File: config.mk
export PLATFORM = sky130hd
export DESIGN_NAME = chunk_serial_adder
export DESIGN_NICKNAME = d
export VERILOG_FILES = /design/src/rtl/arith_pkg.sv /design/src/rtl/chunk_adder_slice.sv /design/src/rtl/full_adder.sv /design/src/rtl/chunk_serial_adder.sv
export SDC_FILE = /design/constraint.sdc
export NUM_CORES = 1
export LEC_CHECK = 0
export ABC_CLOCK_PERIOD_IN_PS = 3800
export CORE_MARGIN = 5
export CORE_UTILIZATION = 45
export DETAILED_ROUTE_END_ITERATION = 6
export GPL_TIMING_DRIVEN = 0
export PLACE_DENSITY = 0.72
export SYNTH_ARGS = -nofsm -noshare
export SYNTH_HDL_FRONTEND = slang
export SYNTH_HIERARCHICAL = 1
export SYNTH_SLANG_ARGS = --single-unit
File: constraint.sdc
create_clock -name clk -period 3.8 [get_ports clk]
set_clock_uncertainty 0.15 [all_clocks]
set_input_delay 0.57 -clock clk [delete_from_list [all_inputs] [get_ports clk]]
set_output_delay 0.57 -clock clk [all_outputs]
set_load 0.01 [all_outputs]
File: src/rtl/arith_pkg.sv
// rtl/arith_pkg.sv - shared arithmetic datapath types and defaults
package arith_pkg;

  typedef enum logic [1:0] {
    ST_IDLE = 2'd0,
    ST_RUN  = 2'd1,
    ST_DONE = 2'd2
  } adder_state_e;

  localparam int DEFAULT_WIDTH = 32;
  localparam int DEFAULT_CHUNK = 4;

endpackage

File: src/rtl/chunk_adder_slice.sv
// rtl/chunk_adder_slice.sv - combinational CHUNK-bit ripple slice built from full-adder cells
module chunk_adder_slice #(
  parameter int CHUNK = 4
) (
  input  logic [CHUNK-1:0] a,
  input  logic [CHUNK-1:0] b,
  input  logic             cin,
  output logic [CHUNK-1:0] sum,
  output logic             cout,
  output logic             c_msb
);

  logic [CHUNK:0] w_carry;

  assign w_carry[0] = cin;

  for (genvar i = 0; i < CHUNK; i++) begin : g_bit
    full_adder u_fa (
      .a    (a[i]),
      .b    (b[i]),
      .cin  (w_carry[i]),
      .sum  (sum[i]),
      .cout (w_carry[i+1])
    );
  end

  // Carry into the top bit is what signed-overflow detection needs.
  assign cout  = w_carry[CHUNK];
  assign c_msb = w_carry[CHUNK-1];

endmodule

File: src/rtl/full_adder.sv
// rtl/full_adder.sv - one-bit full-adder cell
module full_adder (
  input  logic a,
  input  logic b,
  input  logic cin,
  output logic sum,
  output logic cout
);

  assign sum  = a ^ b ^ cin;
  assign cout = (a & b) | (cin & (a ^ b));

endmodule

File: src/rtl/chunk_serial_adder.sv
// rtl/chunk_serial_adder.sv - multi-cycle add/sub resolving CHUNK bits per clock
module chunk_serial_adder
  import arith_pkg::*;
#(
  parameter int WIDTH = DEFAULT_WIDTH,
  parameter int CHUNK = DEFAULT_CHUNK
) (
  input  logic             clk,
  input  logic             rst,
  input  logic             in_valid,
  output logic             in_ready,
  input  logic [WIDTH-1:0] a,
  input  logic [WIDTH-1:0] b,
  input  logic             c_in,
  input  logic             sub,
  output logic             out_valid,
  input  logic             out_ready,
  output logic [WIDTH-1:0] sum,
  output logic             c_out,
  output logic             overflow
);

  localparam int NCHUNK = WIDTH / CHUNK;
  localparam int IDXW   = (NCHUNK > 1) ? $clog2(NCHUNK) : 1;

  if ((CHUNK < 1) || (CHUNK > WIDTH) || ((WIDTH % CHUNK) != 0)) begin : g_bad_params
    $error("chunk_serial_adder: WIDTH must be a positive multiple of CHUNK");
  end

  adder_state_e     r_state;
  logic [WIDTH-1:0] r_a;
  logic [WIDTH-1:0] r_b;
  logic [WIDTH-1:0] r_sum;
  logic             r_carry;
  logic             r_sub;
  logic [IDXW-1:0]  r_idx;
  logic             r_cout;
  logic             r_ovf;

  logic [CHUNK-1:0] w_slice_sum;
  logic             w_slice_cout;
  logic             w_slice_c_msb;
  logic [WIDTH-1:0] w_sum_ins;
  logic             w_accept;
  logic             w_last;

  // Operands shift down so the slice always sees the current chunk in the low bits;
  // results enter at the top, so after NCHUNK steps chunk k sits in its own position.
  chunk_adder_slice #(
    .CHUNK (CHUNK)
  ) u_slice (
    .a     (r_a[CHUNK-1:0]),
    .b     (r_b[CHUNK-1:0]),
    .cin   (r_carry),
    .sum   (w_slice_sum),
    .cout  (w_slice_cout),
    .c_msb (w_slice_c_msb)
  );

  assign w_sum_ins = WIDTH'(w_slice_sum) << (WIDTH - CHUNK);
  assign w_accept  = in_valid && (r_state == ST_IDLE);
  assign w_last    = (r_idx == IDXW'(NCHUNK - 1));

  always_ff @(posedge clk or posedge rst) begin
    if (rst) begin
      r_state <= ST_IDLE;
      r_a     <= '0;
      r_b     <= '0;
      r_sum   <= '0;
      r_carry <= 1'b0;
      r_sub   <= 1'b0;
      r_idx   <= '0;
      r_cout  <= 1'b0;
      r_ovf   <= 1'b0;
    end else begin
      case (r_state)
        ST_IDLE: begin
          if (w_accept) begin
            r_a     <= a;
            r_b     <= sub ? ~b : b;
            r_carry <= c_in ^ sub;
            r_sub   <= sub;
            r_idx   <= '0;
            r_sum   <= '0;
            r_cout  <= 1'b0;
            r_ovf   <= 1'b0;
            r_state <= ST_RUN;
          end
        end
        ST_RUN: begin
          r_a     <= r_a >> CHUNK;
          r_b     <= r_b >> CHUNK;
          r_sum   <= (r_sum >> CHUNK) | w_sum_ins;
          r_carry <= w_slice_cout;
          r_idx   <= r_idx + IDXW'(1);
          if (w_last) begin
            r_cout  <= w_slice_cout ^ r_sub;
            r_ovf   <= w_slice_c_msb ^ w_slice_cout;
            r_state <= ST_DONE;
          end
        end
        ST_DONE: begin
          if (out_ready) begin
            r_state <= ST_IDLE;
          end
        end
        default: r_state <= ST_IDLE;
      endcase
    end
  end

  assign in_ready  = (r_state == ST_IDLE);
  assign out_valid = (r_state == ST_DONE);
  assign sum       = r_sum;
  assign c_out     = r_cout;
  assign overflow  = r_ovf;

endmodule

==> metrics.md <==
| Metric | Value |
|---|---|
| Post-route insts no fill | `just under 700` |
| CTS root buf | `clkbuf_8` |
| Routed wire per std cell | `between 15 and 20 um` |
| Crit end category | `register` |
| HP Start | `r_a[27]` |
| Detailed Routing Iterations Pass 1 | `4` |
| 1st-iter DRT viols | `between 200 and 250` |
| Worst Hold Class | `reg -> reg` |
| Io pins | `106` |
| Clk pwr share | `0.142` |
| Startpoint type of the worst setup path | `register` |
| R2R Setup Slk | `about 1.1 ns` |
| Core footprint | `approximately 0.010 sq mm` |
| Vias post-DR | `3569` |
| Hold Path Sink | `r_a[27]` |
| Initial antenna violation count | `0` |
| RR Endpoint | `overflow` |
| Total Nets Final | `610` |
| Final antenna-violating net count | `0` |
| Slew Limit Headroom | `0.666` |
| Hold-fix buffers, CTS | `0` |
| H-tree depth | `3` |
| FF-to-FF path depth | `6` |
| Synth area leaders | `dfrtp_1 55%, nand2_1 7.2%, a22o_1 7.0%` |
| Simple-Gate Fraction of Synth Area | `0.0833` |
| Synth Area in XOR/XNOR | `0.0642` |
| Leak pwr | `~2.7 nW` |
| VDD IR-drop max | `~0.31 mV` |
| Cts bufs inserted | `9` |
| Comb power frac | `0.443` |
| Synth warnings | `6` |
| Detailed placement HPWL | `roughly 8 mm` |
| Crit share post-route | `0.712` |
| Clk sinks | `105` |
| Max Cap Violations | `0` |
| Unrepaired setup endpoints after global routing | `no` |
| Max Root-Sink Buffers | `2` |
| Die Area | `roughly 0.013 sq mm` |
| Tmin final | `approximately 2.7 ns` |
| WP data required | `3.93 ns` |
| Clk_lat worst skew | `between 0.3 and 0.4 ns` |
| Mean Syn Cell Area | `between 10 and 15 sq um` |
| Cell taking the most area after synthesis | `dfrtp_1` |
| Post-Syn Instances | `about 420` |
| Fmax | `0.370 GHz` |
| Worst Setup SP | `r_a[0]` |
| Slew Viols, Final | `0` |
| Buffers added on ports | `104` |
| Compound-Gate Fraction of Synth Area | `0.167` |
| Switch share | `0.367` |
| Vias in the first global route | `3500` |
| Largest net degree at the start of global routing | `68` |
| Main combinational cell family by area after synthesis | `compound AO/OA/AOI/OAI gates` |
| Row cnt | `37` |
| Adder-Cell Fraction of Synth Area | `0.0220` |
| FILL cells | `about 870` |
| Ant. Diodes | `0` |
| WP data arrival | `2.83 ns` |
| Initial Utilization | `0.463` |
| Endpoints failing hold | `0` |
| #FFs+latches synth | `105` |
| Distinct cells, synth | `27` |
| Status | `finished clean` |
| Clk slew on worst S/H paths | `approximately 0.1 ns` |
| Sequential area share after synthesis | `0.550` |
| CTS tree | `built` |
| Setup TNS | `0 ns` |
| GRT Util Overall | `0.169` |
| NetSw | `roughly 1.7 mW` |
| Placed Cells | `between 600 and 700` |
| Setup Fix Bufs, Post-CTS | `0` |
| Post-CTS sizing | `0` |
| Routability congestion estimate | `about 0.79` |
| Slew @ Worst Pin | `approximately 0.5 ns` |
| Mapped Area | `0.00478 sq mm` |
| Worst hold path stage count | `2` |
| Power density over cell area | `approximately 740 mW/mm^2` |
| Area Overhead vs Synth | `29.9%` |
| Worst reg2reg path startpoint | `r_a[0]` |
| CP max FO | `3` |
| Die width | `about 110 um` |
| Final wirelength | `approximately 11 mm` |
| Share of cells above drive strength 1 | `0.0946` |
| Die Ht | `roughly 110 um` |
| Pint | `roughly 2.9 mW` |
| Vias/cell | `roughly 5.3` |
| Mux cell area share after synthesis | `0.0610` |
| Worst setup path class | `reg -> reg` |
| Yosys top cell area share | `0.550` |
| First-pass GRT wire length | `about 17 mm` |
| Flop pwr share | `0.415` |
| Finish-stage setup viols | `0` |
| Grt ovf | `0` |
| Syn Nets | `~490` |
| Number of remaining DRC errors | `0` |
## cells by family after synthesis
logic type | Yosys count
XOR/XNOR | 35
flip-flops | 105
AO/OA/AOI/OAI | 107
multiplexers | 29
buffers and inverters | 38
AND/OR/NAND/NOR | 98
adder cells (fa/ha/maj) | 6
## synth_stat cells
master / instances
dfrtp_1: 105
a21oi_1: 1
a22o_1: 38
o21bai_1: 1
o221ai_1: 28
nand2b_1: 2
inv_1: 2
nor2_1: 2
xnor2_1: 34
nand2_1: 92
buf_4: 4
mux2i_1: 28
o21ai_0: 12
xor2_1: 1
a22oi_1: 2
o2bb2ai_1: 2
buf_2: 18
o21ai_1: 23
mux2_2: 1
ha_1: 2
fa_1: 4
nor3b_4: 1
clkbuf_2: 1
buf_6: 5
nor2b_4: 1
buf_12: 2
clkbuf_1: 6
## worst max-delay path, cell delays in order (launching register included)
cell       delay (ns)
dfrtp_1          0.43
fa_1             0.46
fa_1             0.39
fa_1             0.44
fa_1             0.45
xnor2_1          0.15
o2bb2ai_1        0.15
## stage by stage
stage | hold slack [ns] | utilization | setup WS (ns) | instance area (sq um) | power (mW)
2_1_floorplan | 0.298 | - | 0.319 | 4780 | 3.21
3_3_place_gp | 0.318 | 0.580 | -1.09 | 5990 | 3.94
3_5_place_dp | 0.323 | 0.583 | 1.09 | 6020 | 4.01
4_1_cts | 0.350 | 0.601 | 1.07 | 6210 | 4.66
5_1_grt | 0.372 | 0.601 | 0.997 | 6210 | 4.93
6_report | 0.344 | 0.601 | 1.10 | 6210 | 4.61
## power by group through the flow
stage                     combinational [mW]  clock (mW)  sequential [mW]
after global placement                  2.01           0             1.92
after CTS                               2.07       0.667             1.92
final                                   2.04       0.653             1.92
after detailed placement                2.07           0             1.94
after global routing                    2.25       0.701             1.98
after floorplan                         1.28           0             1.92
## layer usage
layer	GRT usage	share of wire
met5	0	0
met4	0.0433	0.0071
met3	0.0321	0.057
met2	0.265	0.47
met1	0.244	0.46
## worst max path at each step
stage               slack [ns]        to  depth (start not counted)
CTS                       1.07  overflow                          6
floorplan                 0.32     c_out                          1
global placement         -1.09   r_b[10]                          2
global route               1.0  overflow                          6
finish                    1.10  overflow                          6
detailed placement        1.09     c_out                          6
## placed cells by master, fill, tap and decap left out, types with 2 or more instances in the layout
cell / count
buf_2: 18
ha_1: 2
mux2i_1: 28
xnor2_1: 34
dfrtp_1: 105
clkbuf_8: 9
nor2_1: 2
o21ai_1: 23
nand2b_1: 2
buf_6: 5
o21ai_0: 12
nand2_1: 92
inv_8: 2
a22o_1: 38
buf_12: 2
o2bb2ai_1: 2
clkbuf_1: 6
buf_4: 4
clkinvlp_4: 3
clkdlybuf4s50_1: 104
o221ai_1: 28
fa_1: 4
a22oi_1: 2
## flip-flops by register name (all words and copies together) (netlist names)
signal    cells
c_out         1
r_state       2
r_a          32
r_carry       1
r_sub         1
r_idx         3
r_b          32
overflow      1
sum          32
## cell type report
cell class | count | area, sq um | share of cell area
flip-flops and latches | 105 | 2630 | 0.423
clock buffers | 9 | 124 | 0.0200
plain buffers | 36 | 244 | 0.0393
inverters | 2 | 10.0 | 0.00161
well taps | 136 | 170 | 0.0274
clock inverters | 7 | 62.6 | 0.0101
multi-input cells | 275 | 1900 | 0.306
repair buffers | 105 | 1070 | 0.172
(Power assumes the default switching activity.)
